### config.mk
export PLATFORM = sky130hd
export DESIGN_NAME = alu_flag_unit
export DESIGN_NICKNAME = d
export VERILOG_FILES = /design/src/rtl/alu_flag_unit.sv
export SDC_FILE = /design/constraint.sdc
export NUM_CORES = 1
export LEC_CHECK = 0
export BUFFER_PORTS_ARGS = -buffer_cell sky130_fd_sc_hd__clkbuf_2
export CAP_MARGIN = 20
export CORE_MARGIN = 2
export CORE_UTILIZATION = 43
export CTS_BUF_LIST = sky130_fd_sc_hd__clkbuf_8
export DETAILED_ROUTE_END_ITERATION = 10
export HOLD_SLACK_MARGIN = 0.05
export PLACE_DENSITY = 0.8
export SLEW_MARGIN = 10
export SYNTH_ARGS = -nofsm -noshare
export SYNTH_HDL_FRONTEND = slang
export SYNTH_SLANG_ARGS = --single-unit
export TNS_END_PERCENT = 5
### constraint.sdc
create_clock -name i_clk -period 2.3 [get_ports i_clk]
set_input_delay 0.23 -clock i_clk [delete_from_list [all_inputs] [get_ports i_clk]]
set_output_delay 0.23 -clock i_clk [all_outputs]
set_load 0.01 [all_outputs]
### src/rtl/alu_flag_unit.sv
// rtl/alu_flag_unit.sv - PSR flag capture, opcode masking and branch condition evaluation.
// Optional interrupt shadow of the PSR is enabled with `define FLAG_SHADOW_EN.
module alu_flag_unit (
  input  logic       i_clk,
  input  logic       i_reset,
  input  logic       i_alu_valid,
  input  logic [7:0] i_alu_opcode,
  input  logic       i_alu_carry,
  input  logic       i_alu_flag,
  input  logic       i_alu_low,
  input  logic       i_alu_negative,
  input  logic       i_alu_zero,
  input  logic       i_psr_we,
  input  logic [4:0] i_psr_wdata,
  input  logic       i_cond_req,
  input  logic [3:0] i_cond_code,
  input  logic       i_int_save,
  input  logic       i_int_restore,
  output logic [4:0] o_psr,
  output logic       o_carry_in,
  output logic       o_cond_valid,
  output logic       o_cond_taken
);

  localparam int NFLAGS = 5;
  localparam int F_BIT = 4;
  localparam int C_BIT = 3;
  localparam int L_BIT = 2;
  localparam int N_BIT = 1;
  localparam int Z_BIT = 0;

  logic [NFLAGS-1:0] r_psr;
  logic              r_cond_valid;
  logic              r_cond_taken;
  logic [NFLAGS-1:0] w_psr_next;
  logic [NFLAGS-1:0] w_alu_flags;
  logic [NFLAGS-1:0] w_mask;
  logic [NFLAGS-1:0] w_alu_merged;
  logic [NFLAGS-1:0] w_shadow;
  logic              w_restore;

  function automatic logic [NFLAGS-1:0] upd_mask(input logic [7:0] op);
    logic [NFLAGS-1:0] m;
    m = '0;
    case (op)
      8'd0, 8'd2, 8'd4, 8'd8, 8'd9: begin
        m[F_BIT] = 1'b1;
        m[Z_BIT] = 1'b1;
      end
      8'd1, 8'd3, 8'd5, 8'd6: begin
        m[C_BIT] = 1'b1;
        m[Z_BIT] = 1'b1;
      end
      8'd10, 8'd11: begin
        m[L_BIT] = 1'b1;
        m[N_BIT] = 1'b1;
        m[Z_BIT] = 1'b1;
      end
      8'd16, 8'd17, 8'd18, 8'd19, 8'd20, 8'd21: m[Z_BIT] = 1'b1;
      default: m = '0;
    endcase
    return m;
  endfunction

  // Odd codes are the complement of the even code below them.
  function automatic logic cond_eval(input logic [3:0] code, input logic [NFLAGS-1:0] p);
    logic base;
    case (code[3:1])
      3'd0:    base = p[Z_BIT];
      3'd1:    base = p[C_BIT];
      3'd2:    base = p[L_BIT];
      3'd3:    base = p[N_BIT];
      3'd4:    base = p[F_BIT];
      3'd5:    base = p[N_BIT] | p[Z_BIT];
      3'd6:    base = p[L_BIT] | p[Z_BIT];
      default: base = 1'b1;
    endcase
    return base ^ code[0];
  endfunction

  assign w_alu_flags  = {i_alu_flag, i_alu_carry, i_alu_low, i_alu_negative, i_alu_zero};
  assign w_mask       = upd_mask(i_alu_opcode);
  // AND-masking keeps unwritten (possibly X) ALU bits out of the PSR.
  assign w_alu_merged = (w_alu_flags & w_mask) | (r_psr & ~w_mask);

`ifdef FLAG_SHADOW_EN
  logic [NFLAGS-1:0] r_shadow;

  assign w_restore = i_int_restore;
  assign w_shadow  = r_shadow;

  always_ff @(posedge i_clk) begin
    if (i_reset) begin
      r_shadow <= '0;
    end else if (i_int_save) begin
      r_shadow <= w_psr_next;
    end
  end
`else
  logic w_unused_shadow_ports;

  assign w_restore             = 1'b0;
  assign w_shadow              = '0;
  assign w_unused_shadow_ports = i_int_save ^ i_int_restore;
`endif

  always_comb begin
    w_psr_next = r_psr;
    if (w_restore) begin
      w_psr_next = w_shadow;
    end else if (i_psr_we) begin
      w_psr_next = i_psr_wdata;
    end else if (i_alu_valid) begin
      w_psr_next = w_alu_merged;
    end
  end

  always_ff @(posedge i_clk) begin
    if (i_reset) begin
      r_psr        <= '0;
      r_cond_valid <= 1'b0;
      r_cond_taken <= 1'b0;
    end else begin
      r_psr        <= w_psr_next;
      r_cond_valid <= i_cond_req;
      if (i_cond_req) begin
        r_cond_taken <= cond_eval(i_cond_code, w_psr_next);
      end
    end
  end

  assign o_psr        = r_psr;
  assign o_carry_in   = r_psr[C_BIT];
  assign o_cond_valid = r_cond_valid;
  assign o_cond_taken = r_cond_taken;

endmodule

* After elaboration in Yosys (flattened, before gate mapping)
Cells that the tools add are included.
Word-level totals: flip-flop bits (word level) 7, latch bits 0, RAM bits 0, memory bits (read-only) 0, input bits 29, output and inout bits 8, logic and storage cells 47, memories 0
Operators by class: add/subtract/negate cells 0, multipliers 0, div/mod/pow operators 0, $lt $le $gt $ge 0, equality and inequality tests 22, shift-type cells 0, multiplexer cells 9, bitwise logic cells 7, reductions and logical operators 6
Operator list (count):
- $eq 8x5->1 const B | 6
- $eq 8x4->1 const B | 4
- $eq 8x3->1 const B | 3
- $reduce_or 17->1 | 1
- $eq 8x2->1 const B | 2
- $and 5x5->5 | 2
- $mux 5 | 2
- $eq 3x3->1 const B | 3
- $eq 8x1->1 const B | 1
- $logic_not 8->1 | 1
- $pmux 1 s7 | 1
- $eq 3x2->1 const B | 2
- $mux 1 | 5
- $not 5->5 | 1
- $or 5x5->5 | 1
- $reduce_or 5->1 | 1
- $reduce_or 4->1 | 1
- $eq 3x1->1 const B | 1
- $logic_not 3->1 | 1
- $mux 2 | 1
- $or 1x1->1 | 2
- $reduce_or 2->1 | 1
- $xor 1x1->1 | 1

* Longest topological paths before layout
word-level depth 13, mapped depth 8, depth with buffers taken out 7

* Worst setup path before layout
OpenSTA, ideal clock, no wires.
path kind input to register, start point in i_alu_opcode[5], end point reg r_cond_taken (netlist: o_cond_taken), library setup time 0.062 ns, arrival 1.948 ns, data required time 2.238 ns, path slack 0.290 ns, cell stages on the path 6, buffers on the path 0, cell sequence or4b_4 or3_1 o211ai_2 a21oi_1 or4_1 nand3_1
Between the ends: cells in the longest elaborated chain, start to end 13
RTL lines:
- from (decl) | RTL line 7 | input logic [7:0] i_alu_opcode,
- $eq 8x2->1 (tied with other cells) | RTL line 45 | case (op)
- $reduce_or 17->1 (no source line) / $reduce_or 2->1 (equally long branches)
- $mux 1 / $mux 2 (equally long branches) | RTL line 45
- $not 5->5 | RTL line 84 | assign w_alu_merged = (w_alu_flags & w_mask) | (r_psr & ~w_mask);
- $and 5x5->5 | RTL line 84
- $or 5x5->5 * | RTL line 84
- $mux 5 * | RTL line 113 | end else if (i_alu_valid) begin
- $mux 5 * | RTL line 111 | end else if (i_psr_we) begin
- $or 1x1->1 (on tied branches) | RTL line 75, 74
- $pmux 1 s7 * | RTL line 68 | case (code[3:1])
- $mux 1 * | RTL line 126 | if (i_cond_req) begin
- $mux 1 * | RTL line 119 | if (i_reset) begin
- $xor 1x1->1 * | RTL line 78 | return base ^ code[0];
- to (signal assigned) | RTL line 127 | r_cond_taken <= cond_eval(i_cond_code, w_psr_next);
- to (decl) | RTL line 34 | logic r_cond_taken;
Every way passes the cells marked *; elsewhere a longest branch is shown, timed or not. The select of a mux whose other input is x is not followed. A chain may end at the register's enable or synchronous reset.

* Worst setup path in the final report
Ends and elaborated chain as after synthesis.

==> results_dict.tcl <==
set metrics [dict create \
    status "complete, no violations" \
    synth_edf_count 0 \
    synth_ff_type "dfxtp_1" \
    path_class "input pin to flip-flop" \
    fin_util_pct 62.90 \
    numCtsBuffers 3 \
    finClkSkew_ns 0.003084 \
    cts_num_sinks 7 \
    antenna_left 0 \
    period_minus_slack_ns 2.001 \
    fin_crit_sh_pct 87.01 \
    wirelength_um 1493 \
    grt.overflow.total 0 \
    dp_hpwl_um 1220 \
    finalHoldViolations 0 \
    clock-root-buffer "clkbuf_8" \
    max_freq_mhz 499.7 \
    p_leak_nw 0.3732 \
    yosysMostFrequentCell "nor2_1" \
    grt_max_degree 10 \
    area_delta_synth_final_pct 37.16 \
    netlist_area_um2 589.3 \
    drtIter0Drc 23 \
    n_fill_cell 118 \
    yosys-top-cells-count "nor2_1 (11), dfxtp_1 (7), a21oi_1 (6), nand2_1 (5), o21ai_0 (5)" \
    rsz0062_at_grt "false" \
    critPathArrivalTime_ns 2.17 \
    post-cts-setup-buffers 0 \
    tightest_slew_ns 0.4001 \
    fp-row-count 13 \
    drive_above_1_share_pct 42.73 \
    antenna_found_initial 0 \
    h-tree-depth 1 \
    slew_headroom_pct 73.25 \
    yosys.area.top_type "dfxtp_1" \
    async_flop_share_pct 0 \
    core-area_um2 1285 \
    cts.repair.resized 0 \
    die_y_um 41.02 \
    p_per_area_nw_per_um2 499.7 \
    pin_count 37 \
    first_pass_iters 4 \
    via_per_inst 5.656 \
    hp-class "input pin to flip-flop" \
    gp_congestion 0.7110 \
    drc 0 \
    setup_tns_ns 0 \
    port_buffers 34 \
    ir_worst_vdd_mv 0.3133 \
    yosysUniqueCellTypes 31 \
    vias 707 \
    die_area_um2 1683 \
    finalMaxSlewViolations 0 \
    crit_path_max_fanout 4 \
    syn_area_per_cell_um2 7.858 \
    clkLatencyLatePin_ns 0.23 \
    synth-seq-area-share_pct 23.78 \
    cp.required_ns 2.47 \
    clk_pin_slew_ns 0.04 \
    synth_seq_cells 7 \
    start_util_pct 45.86 \
    synth_top_area_share_pct 23.78 \
    diodes 0 \
    die_w_um 41.02 \
    grt_pass1_wl_um 2173 \
    grt_pass1_vias 583 \
    yosysWarnings 0 \
    wl_per_cell_um 11.94 \
    ctsHoldBuffers 0 \
    fin_nets 140 \
    syn_inst 75 \
    grt.total_usage_pct 19.51 \
    maxCapViolCount 0 \
    endpoint_kind "flip-flop" \
    cp-start-kind "input pin" \
    finalSetupViolations 0 \
    synth_fp_nets 104 \
    yosys-top-cells-area "dfxtp_1 (24%), nor2_1 (7.0%), a21oi_1 (5.1%)" \
    cts_tree "yes" \
    clk_path_buf_depth 2 \
]
-- report_power, final --
group          switching [mW]  internal [mW]  total [mW]
Sequential            0.00389          0.131       0.135
Clock                  0.0512          0.115       0.166
Combinational          0.0542         0.0488       0.103
-- cells by family (layout without fill, tap and decap cells) --
family,after synthesis,in the layout,share of synthesized area (%)
flip-flops,7,7,23.78
buffers and inverters,6,41,4.459
AO/OA/AOI/OAI,25,25,31.21
multiplexers,4,4,7.219
AND/OR/NAND/NOR,33,33,33.33
-- sequential cells by signal (all words and copies together) (netlist names) --
register	cells
o_cond_taken	1
o_cond_valid	1
o_psr	5
-- cell usage in the layout (no fill, tap or decap), drive strengths merged --
cell     Yosys  routed
a311o        1       1
nor2b        1       1
nor3b        3       3
or4          1       1
dfxtp        7       7
a21bo        1       1
clkbuf       2      37
o311ai       1       1
nor4b        1       1
nand2        5       5
or3          2       2
a31o         2       2
mux2         2       2
o22ai        2       2
nor2        11      11
and4bb       1       1
o21a         1       1
a21boi       2       2
nand3b       4       4
or4b         1       1
inv          3       4
nand2b       1       1
mux2i        2       2
a21oi        6       6
o211ai       3       3
o21ai        5       5
nand3        2       2
a2111oi      1       1
-- layout make-up --
type | count | area (µm²) | share of cell area [%]
Clock inverter | 1 | 3.754 | 0.4644
Inverter | 3 | 11.26 | 1.393
Tap cell | 15 | 18.77 | 2.322
Clock buffer | 3 | 41.29 | 5.108
Sequential cell | 7 | 140.1 | 17.34
Timing Repair Buffer | 34 | 170.2 | 21.05
Multi-Input combinational cell | 62 | 422.9 | 52.32
-- worst max-delay path, stage by stage --
cell,delay (ns)
clkbuf_2,0.10
or4b_4,0.55
or3_1,0.34
o211ai_2,0.24
a21oi_1,0.12
or4_1,0.52
nand3_1,0.07
-- routing by layer --
metal  part of all wire, %  vias up  track usage, %
met5                     0        -               0
li1                      -      355               -
met3                   7.6        5           3.261
met1                    39      314           19.48
met2                    51       33           38.67
met4                   1.9        0           7.500
-- stage by stage --
stage | hold slack [ns] | instance area (µm²) | std cells | power (mW) | setup WS [ns]
floorplan | 0.3582 | 589.3 | 75 | 0.1919 | 0.2901
global placement | 0.4825 | 763.2 | 121 | 0.2352 | 0.09953
detailed placement | 0.4903 | 763.2 | 121 | 0.2388 | 0.07675
CTS | 0.2543 | 808.3 | 125 | 0.4058 | 0.3060
global route | 0.2868 | 808.3 | 125 | 0.4248 | 0.2258
finish | 0.2485 | 808.3 | 125 | 0.4039 | 0.2988
-- final timing paths --
kind / from / to / slack, ns / cells after the start
min: i_psr_wdata[2] / o_psr[2] / 0.25 / 3
min reg2reg: o_cond_taken / o_cond_taken / 0.65 / 3
max reg2reg: o_psr[1] / o_cond_taken / 0.66 / 6
max: i_alu_opcode[5] / o_cond_taken / 0.30 / 7
Note: power is estimated with default switching activity, not from simulation.
